<file path="config.mk">
export PLATFORM = sky130hd
export DESIGN_NAME = tdoa_capture_ctrl
export DESIGN_NICKNAME = d
export VERILOG_FILES = /design/src/rtl/tdoa_pkg.sv /design/src/rtl/timestamp_counter.sv /design/src/rtl/tdoa_capture_ctrl.sv
export SDC_FILE = /design/constraint.sdc
export NUM_CORES = 1
export LEC_CHECK = 0
export CORE_MARGIN = 5
export CORE_UTILIZATION = 40
export CTS_CLUSTER_DIAMETER = 120
export CTS_CLUSTER_SIZE = 14
export DETAILED_ROUTE_END_ITERATION = 6
export DONT_BUFFER_PORTS = 1
export PLACE_DENSITY = 0.63
export SLEW_MARGIN = 0
export SYNTH_ARGS = -nofsm -noshare
export SYNTH_HDL_FRONTEND = slang
export SYNTH_HIERARCHICAL = 1
export SYNTH_SLANG_ARGS = --single-unit
</file>
<file path="constraint.sdc">
create_clock -name clk -period 3.49 [get_ports clk]
set_input_delay 0.8725 -clock clk [delete_from_list [all_inputs] [get_ports clk]]
set_output_delay 0.8725 -clock clk [all_outputs]
set_load 0.005 [all_outputs]
</file>
<file path="src/rtl/tdoa_pkg.sv">
// Shared definitions for the TDOA capture path: controller state encoding,
// the missing-timestamp marker and the channel-index width helper.
package tdoa_pkg;

    typedef enum logic [1:0] {
        IDLE    = 2'd0,
        ARMED   = 2'd1,
        CAPTURE = 2'd2,
        READOUT = 2'd3
    } state_t;

    // All ones; sliced to the timestamp width by the user.
    localparam logic [63:0] TS_MISSING = '1;

    function automatic int ch_idx_w(input int n_ch);
        return (n_ch > 1) ? $clog2(n_ch) : 1;
    endfunction

endpackage

</file>
<file path="src/rtl/timestamp_counter.sv">
// Shared timestamp counter: synchronous clear, count enable, saturates at all ones.
module timestamp_counter #(
    parameter int TS_W = 16
) (
    input  logic            clk,
    input  logic            rst,
    input  logic            clr,
    input  logic            en,
    output logic [TS_W-1:0] count
);

    always_ff @(posedge clk) begin
        if (rst || clr) begin
            count <= '0;
        end else if (en && (count != '1)) begin
            count <= count + TS_W'(1);
        end
    end

endmodule

</file>
<file path="src/rtl/tdoa_capture_ctrl.sv">
// Measurement sequencer: arms a capture window, timestamps the first rise of each
// detect channel relative to the earliest rise, then streams results over valid/ready.
module tdoa_capture_ctrl
    import tdoa_pkg::*;
#(
    parameter int N_CH   = 4,
    parameter int TS_W   = 16,
    parameter int WINDOW = 1000
) (
    input  logic                       clk,
    input  logic                       rst,
    input  logic                       arm,
    input  logic [N_CH-1:0]            detect,
    output logic                       busy,
    output logic                       timeout,
    output logic                       out_valid,
    input  logic                       out_ready,
    output logic [ch_idx_w(N_CH)-1:0]  out_ch,
    output logic [TS_W-1:0]            out_ts,
    output logic                       done
);

    localparam int              CH_W    = ch_idx_w(N_CH);
    localparam logic [TS_W-1:0] TS_MISS = TS_MISSING[TS_W-1:0];
    localparam logic [TS_W-1:0] WIN_TS  = TS_W'(WINDOW);
    localparam logic [CH_W-1:0] LAST_CH = CH_W'(N_CH - 1);

    state_t            state_reg;
    logic [N_CH-1:0]   detect_q;
    logic [N_CH-1:0]   mask_reg;
    logic [N_CH-1:0]   rise;
    logic [N_CH-1:0]   capt_now;
    logic [N_CH-1:0]   mask_cap;
    logic [N_CH-1:0]   fill_now;
    logic [TS_W-1:0]   ts_reg  [N_CH];
    logic [TS_W-1:0]   ts_next [N_CH];
    logic [TS_W-1:0]   count;
    logic              cnt_clr;
    logic              cnt_en;
    logic              in_window;
    logic              all_cap;
    logic              window_end;
    logic [CH_W-1:0]   ch_inc;

    // Mask is cleared on arm, so in ARMED this reduces to plain rise.
    assign rise       = detect & ~detect_q;
    assign in_window  = (state_reg == ARMED) || (state_reg == CAPTURE);
    assign capt_now   = in_window ? (rise & ~mask_reg) : '0;
    assign mask_cap   = mask_reg | capt_now;
    assign all_cap    = &mask_cap;
    assign window_end = (state_reg == CAPTURE) && (count == WIN_TS) && !all_cap;
    assign fill_now   = window_end ? ~mask_cap : '0;
    assign cnt_clr    = (state_reg == IDLE) && arm;
    assign cnt_en     = ((state_reg == ARMED) && (|rise)) || (state_reg == CAPTURE);
    assign ch_inc     = out_ch + CH_W'(1);

    timestamp_counter #(
        .TS_W (TS_W)
    ) u_counter (
        .clk   (clk),
        .rst   (rst),
        .clr   (cnt_clr),
        .en    (cnt_en),
        .count (count)
    );

    always_ff @(posedge clk) begin
        if (rst) begin
            detect_q <= '0;
        end else begin
            detect_q <= detect;
        end
    end

    genvar gi;
    generate
        for (gi = 0; gi < N_CH; gi++) begin : g_ch
            assign ts_next[gi] = capt_now[gi] ? count :
                                 fill_now[gi] ? TS_MISS : ts_reg[gi];

            always_ff @(posedge clk) begin
                if (rst) begin
                    ts_reg[gi] <= '0;
                end else begin
                    ts_reg[gi] <= ts_next[gi];
                end
            end
        end
    endgenerate

    always_ff @(posedge clk) begin
        if (rst) begin
            state_reg <= IDLE;
            mask_reg  <= '0;
            busy      <= 1'b0;
            timeout   <= 1'b0;
            out_valid <= 1'b0;
            out_ch    <= '0;
            out_ts    <= '0;
            done      <= 1'b0;
        end else begin
            done <= 1'b0;
            case (state_reg)
                IDLE: begin
                    if (arm) begin
                        state_reg <= ARMED;
                        mask_reg  <= '0;
                        timeout   <= 1'b0;
                        busy      <= 1'b1;
                    end
                end
                ARMED: begin
                    if (|rise) begin
                        mask_reg  <= mask_cap;
                        state_reg <= CAPTURE;
                    end
                end
                CAPTURE: begin
                    mask_reg <= mask_cap;
                    if (all_cap || window_end) begin
                        state_reg <= READOUT;
                        out_valid <= 1'b1;
                        out_ch    <= '0;
                        out_ts    <= ts_next[0];
                        timeout   <= window_end;
                    end
                end
                READOUT: begin
                    // The done cycle is spent here so an arm coincident with done is ignored.
                    if (done) begin
                        state_reg <= IDLE;
                    end else if (out_valid && out_ready) begin
                        if (out_ch == LAST_CH) begin
                            out_valid <= 1'b0;
                            busy      <= 1'b0;
                            done      <= 1'b1;
                        end else begin
                            out_ch <= ch_inc;
                            out_ts <= ts_reg[ch_inc];
                        end
                    end
                end
                default: state_reg <= IDLE;
            endcase
        end
    end

endmodule
</file>
==> results.sh <==
export IMPL_crit_family="simple AND/OR/NAND/NOR gates"
export IMPL_timing_fmax_mhz=330
export IMPL_die_h_um=129
export IMPL_met3_usage_pct=2.02
export IMPL_postCtsHoldBufs=0
export IMPL_ioPinCount=30
export IMPL_drive_above_1_share_pct=16.2
export IMPL_arrival_ns=3.25
export IMPL_num_vias=4317
export IMPL_core_area_mm2=0.0139
export IMPL_fin_worst_skew_ns=0.0121
export IMPL_synth_area_leaders="edfxtp_1 25%, dfxtp_1 22%, o21a_1 7.0%"
export IMPL_synth_commonest_cells="64 x dfxtp_1, 53 x o21a_1, 49 x nor3_1"
export IMPL_maxCapViolCount=0
export IMPL_met2_usage_pct=27.5
export IMPL_outcome="complete, no violations"
export IMPL_crit_slowest_cell="a211oi_4"
export IMPL_p_total_mw=4.05
export IMPL_drc=0
export IMPL_critPathKind="reg -> reg"
export IMPL_first_pass_iters=5
export IMPL_clk_pin_slew_ns=0.07
export IMPL_worstReg2RegEnd="ts_reg[2][12]$_SDFFCE_PN0P_"
export IMPL_start_util_pct=40.9
export IMPL_path_buf_inv=0
export IMPL_crit_fanout=16
export IMPL_insertion_delay_ns=0.36
export IMPL_overflow=0
export IMPL_routabilityCongestion=0.811
export IMPL_worstPathRequired_ns=3.71
export IMPL_insertedDiodeCount=0
export IMPL_largest_reg_flops=64
export IMPL_grt_first_pass_wirelength_um=22400
export IMPL_post_dp_hpwl_um=9280
export IMPL_hold_violations=0
export IMPL_hold_end="out_ts[13]$_SDFFE_PP0P_"
export IMPL_syn_area_per_cell_um2=10.3
export IMPL_final_max_slew_viol_count=0
export IMPL_p_per_area_mw_per_mm2=652
export IMPL_synth_cell_type_count=59
export IMPL_grt_busiest_layer="met2"
export IMPL_std_cell_rows=43
export IMPL_synthCells=555
export IMPL_rsz0062_at_grt="false"
export IMPL_period_minus_slack_ns=3.03
export IMPL_cp_common_cell="or3_1"
export IMPL_routed_wl_um=13900
export IMPL_synth_top_flop_cell="dfxtp_1"
export IMPL_startpoint_type="flip-flop"
export IMPL_track_usage_pct=16.9
export IMPL_hold_depth=2
export IMPL_yosysWarnings=6
export IMPL_synth_area_mm2=0.00570
export IMPL_die_x_um=129
export IMPL_min_period_over_period_pct=86.8
export IMPL_cp_end_kind="flip-flop"
export IMPL_ys_seq_area_share_pct=47.8
export IMPL_syn_to_final_growth_pct=9.22
export IMPL_vias_per_cell=5.88
export IMPL_critPathMaxStageDelay_ns=0.71
export IMPL_synthArstFlopShare_pct=0
export IMPL_timing_slew_headroom_pct=47.5
export IMPL_worstMarginPinSlew_ns=0.788
export IMPL_crit_chain="or4b_1 -> or3_1 -> or3_1 -> a211oi_4 -> o21a_1"
export IMPL_synth_area_leader_cell="edfxtp_1"
export IMPL_postCtsSetupRepairBufs=0
export IMPL_synth_nets=569
export IMPL_power_leakage_nw=2.32
export IMPL_port_buffer_count=0
export IMPL_cts_made_buffers=9
export IMPL_cts_num_sinks=112
export IMPL_r2r_start="u_counter/count[12]$_SDFFE_PP0P_"
export IMPL_reg2reg_slack_ns=0.46
export IMPL_synth_seq_cells=112
export IMPL_cts_tree="done"
export IMPL_die_area_mm2=0.0167
export IMPL_clockRootBuffer="clkbuf_16"
export IMPL_drt_iter0_markers=495
export IMPL_met1_usage_pct=23.1
export IMPL_synth_enable_flop_cells=48
export IMPL_hp_start="out_ts[13]$_SDFFE_PP0P_"
export IMPL_r2r_cells=5
export IMPL_cts_resized=0
export IMPL_hold_class="reg -> reg"
export IMPL_grt_pass1_vias=4196
export IMPL_fin_tns_setup_ns=0
export IMPL_htreeDepth=3
export IMPL_antenna_found_initial=0
export IMPL_synth_most_common_cell="dfxtp_1"
export IMPL_final_nets=563
export IMPL_grt_max_degree=36
export IMPL_antenna_left=0
export IMPL_wire_per_inst_um=18.9
export IMPL_cts_buffer_depth=2
export IMPL_synth_top_area_share_pct=25.3
export IMPL_vdd_ir_drop_max_mv=0.342
export IMPL_setup_violations=0
[kinds of logic after synthesis]
kind of cell,count (synthesis),share of synthesized area (%)
AO/OA/AOI/OAI,148,19.2
XOR/XNOR,3,0.461
adder cells (fa/ha/maj),6,1.32
buffers and inverters,53,4.11
flip-flops,112,47.8
multiplexers,51,9.69
AND/OR/NAND/NOR,182,17.5
[stage by stage]
| stage | utilization, % | area, um2 | hold WS (ns) | setup WS [ns] | std cells |
|---|---|---|---|---|---|
| 2_1_floorplan | - | 5700 | 0.454 | 0.819 | 555 |
| 3_3_place_gp | 42.6 | 5930 | 0.467 | 0.578 | 718 |
| 3_5_place_dp | 42.6 | 5930 | 0.475 | 0.471 | 718 |
| 4_1_cts | 44.7 | 6220 | 0.485 | 0.454 | 734 |
| 5_1_grt | 44.7 | 6220 | 0.501 | 0.306 | 734 |
| 6_report | 44.7 | 6220 | 0.478 | 0.461 | 734 |
[power breakdown]
| group | leakage, nW | switching, mW | internal [mW] |
|---|---|---|---|
| clock network | 0.139 | 0.511 | 0.501 |
| logic | 1.16 | 0.752 | 0.506 |
| registers | 1.02 | 0.126 | 1.66 |
| total | 2.32 | 1.39 | 2.67 |
[tightest hold or removal path, cell delays in order (launching register included)]
cell,delay [ns]
dfxtp_1,0.33
nand2_1,0.06
mux2i_1,0.05
[layout make-up]
class,count,area [um2]
clock buffers,9,225
clock inverters,7,62.6
fillers,1274,7710
inverters,10,37.5
multi-input cells,390,2750
flip-flops and latches,112,2720
well taps,180,225
repair buffers,26,195
[metal layers]
metal	wire length, um	up-vias	part of all wire [%]
met4	177	0	1.3
met3	638	14	4.6
met1	6450	2117	47
met2	6590	107	48
met5	0	-	0
li1	-	2079	-
[worst max-delay path by stage]
stage                                                 from                     endpoint  cells after the start
after floorplan            u_counter/count[8]$_SDFFE_PP0P_   ts_reg[2][0]$_SDFFCE_PN0P_                      6
after global placement    u_counter/count[12]$_SDFFE_PP0P_   ts_reg[2][9]$_SDFFCE_PN0P_                      5
after detailed placement  u_counter/count[12]$_SDFFE_PP0P_   ts_reg[2][5]$_SDFFCE_PN0P_                      5
after CTS                 u_counter/count[12]$_SDFFE_PP0P_   ts_reg[2][5]$_SDFFCE_PN0P_                      5
after global routing             state_reg[0]$_SDFFE_PP0P_   ts_reg[2][9]$_SDFFCE_PN0P_                      7
final                     u_counter/count[12]$_SDFFE_PP0P_  ts_reg[2][12]$_SDFFCE_PN0P_                      5
[layout by cell type, fill, tap and decap left out, types with 4 or more instances in the layout]
cell type / instances
or4_1: 5
nor3_1: 49
nand4_1: 7
nand2b_1: 7
mux2_2: 32
nand2_1: 32
ha_1: 6
o21ai_0: 23
mux2i_1: 18
and4_1: 4
nor2_1: 31
a41o_1: 4
o21a_1: 53
a31oi_1: 4
a21oi_1: 11
clkbuf_16: 9
o22ai_1: 16
nor2b_1: 9
nand3_1: 6
or3_1: 10
o41ai_1: 16
edfxtp_1: 48
buf_4: 26
dfxtp_1: 64
or2_2: 4
inv_1: 10
Note: power is estimated with default switching activity, not from simulation.
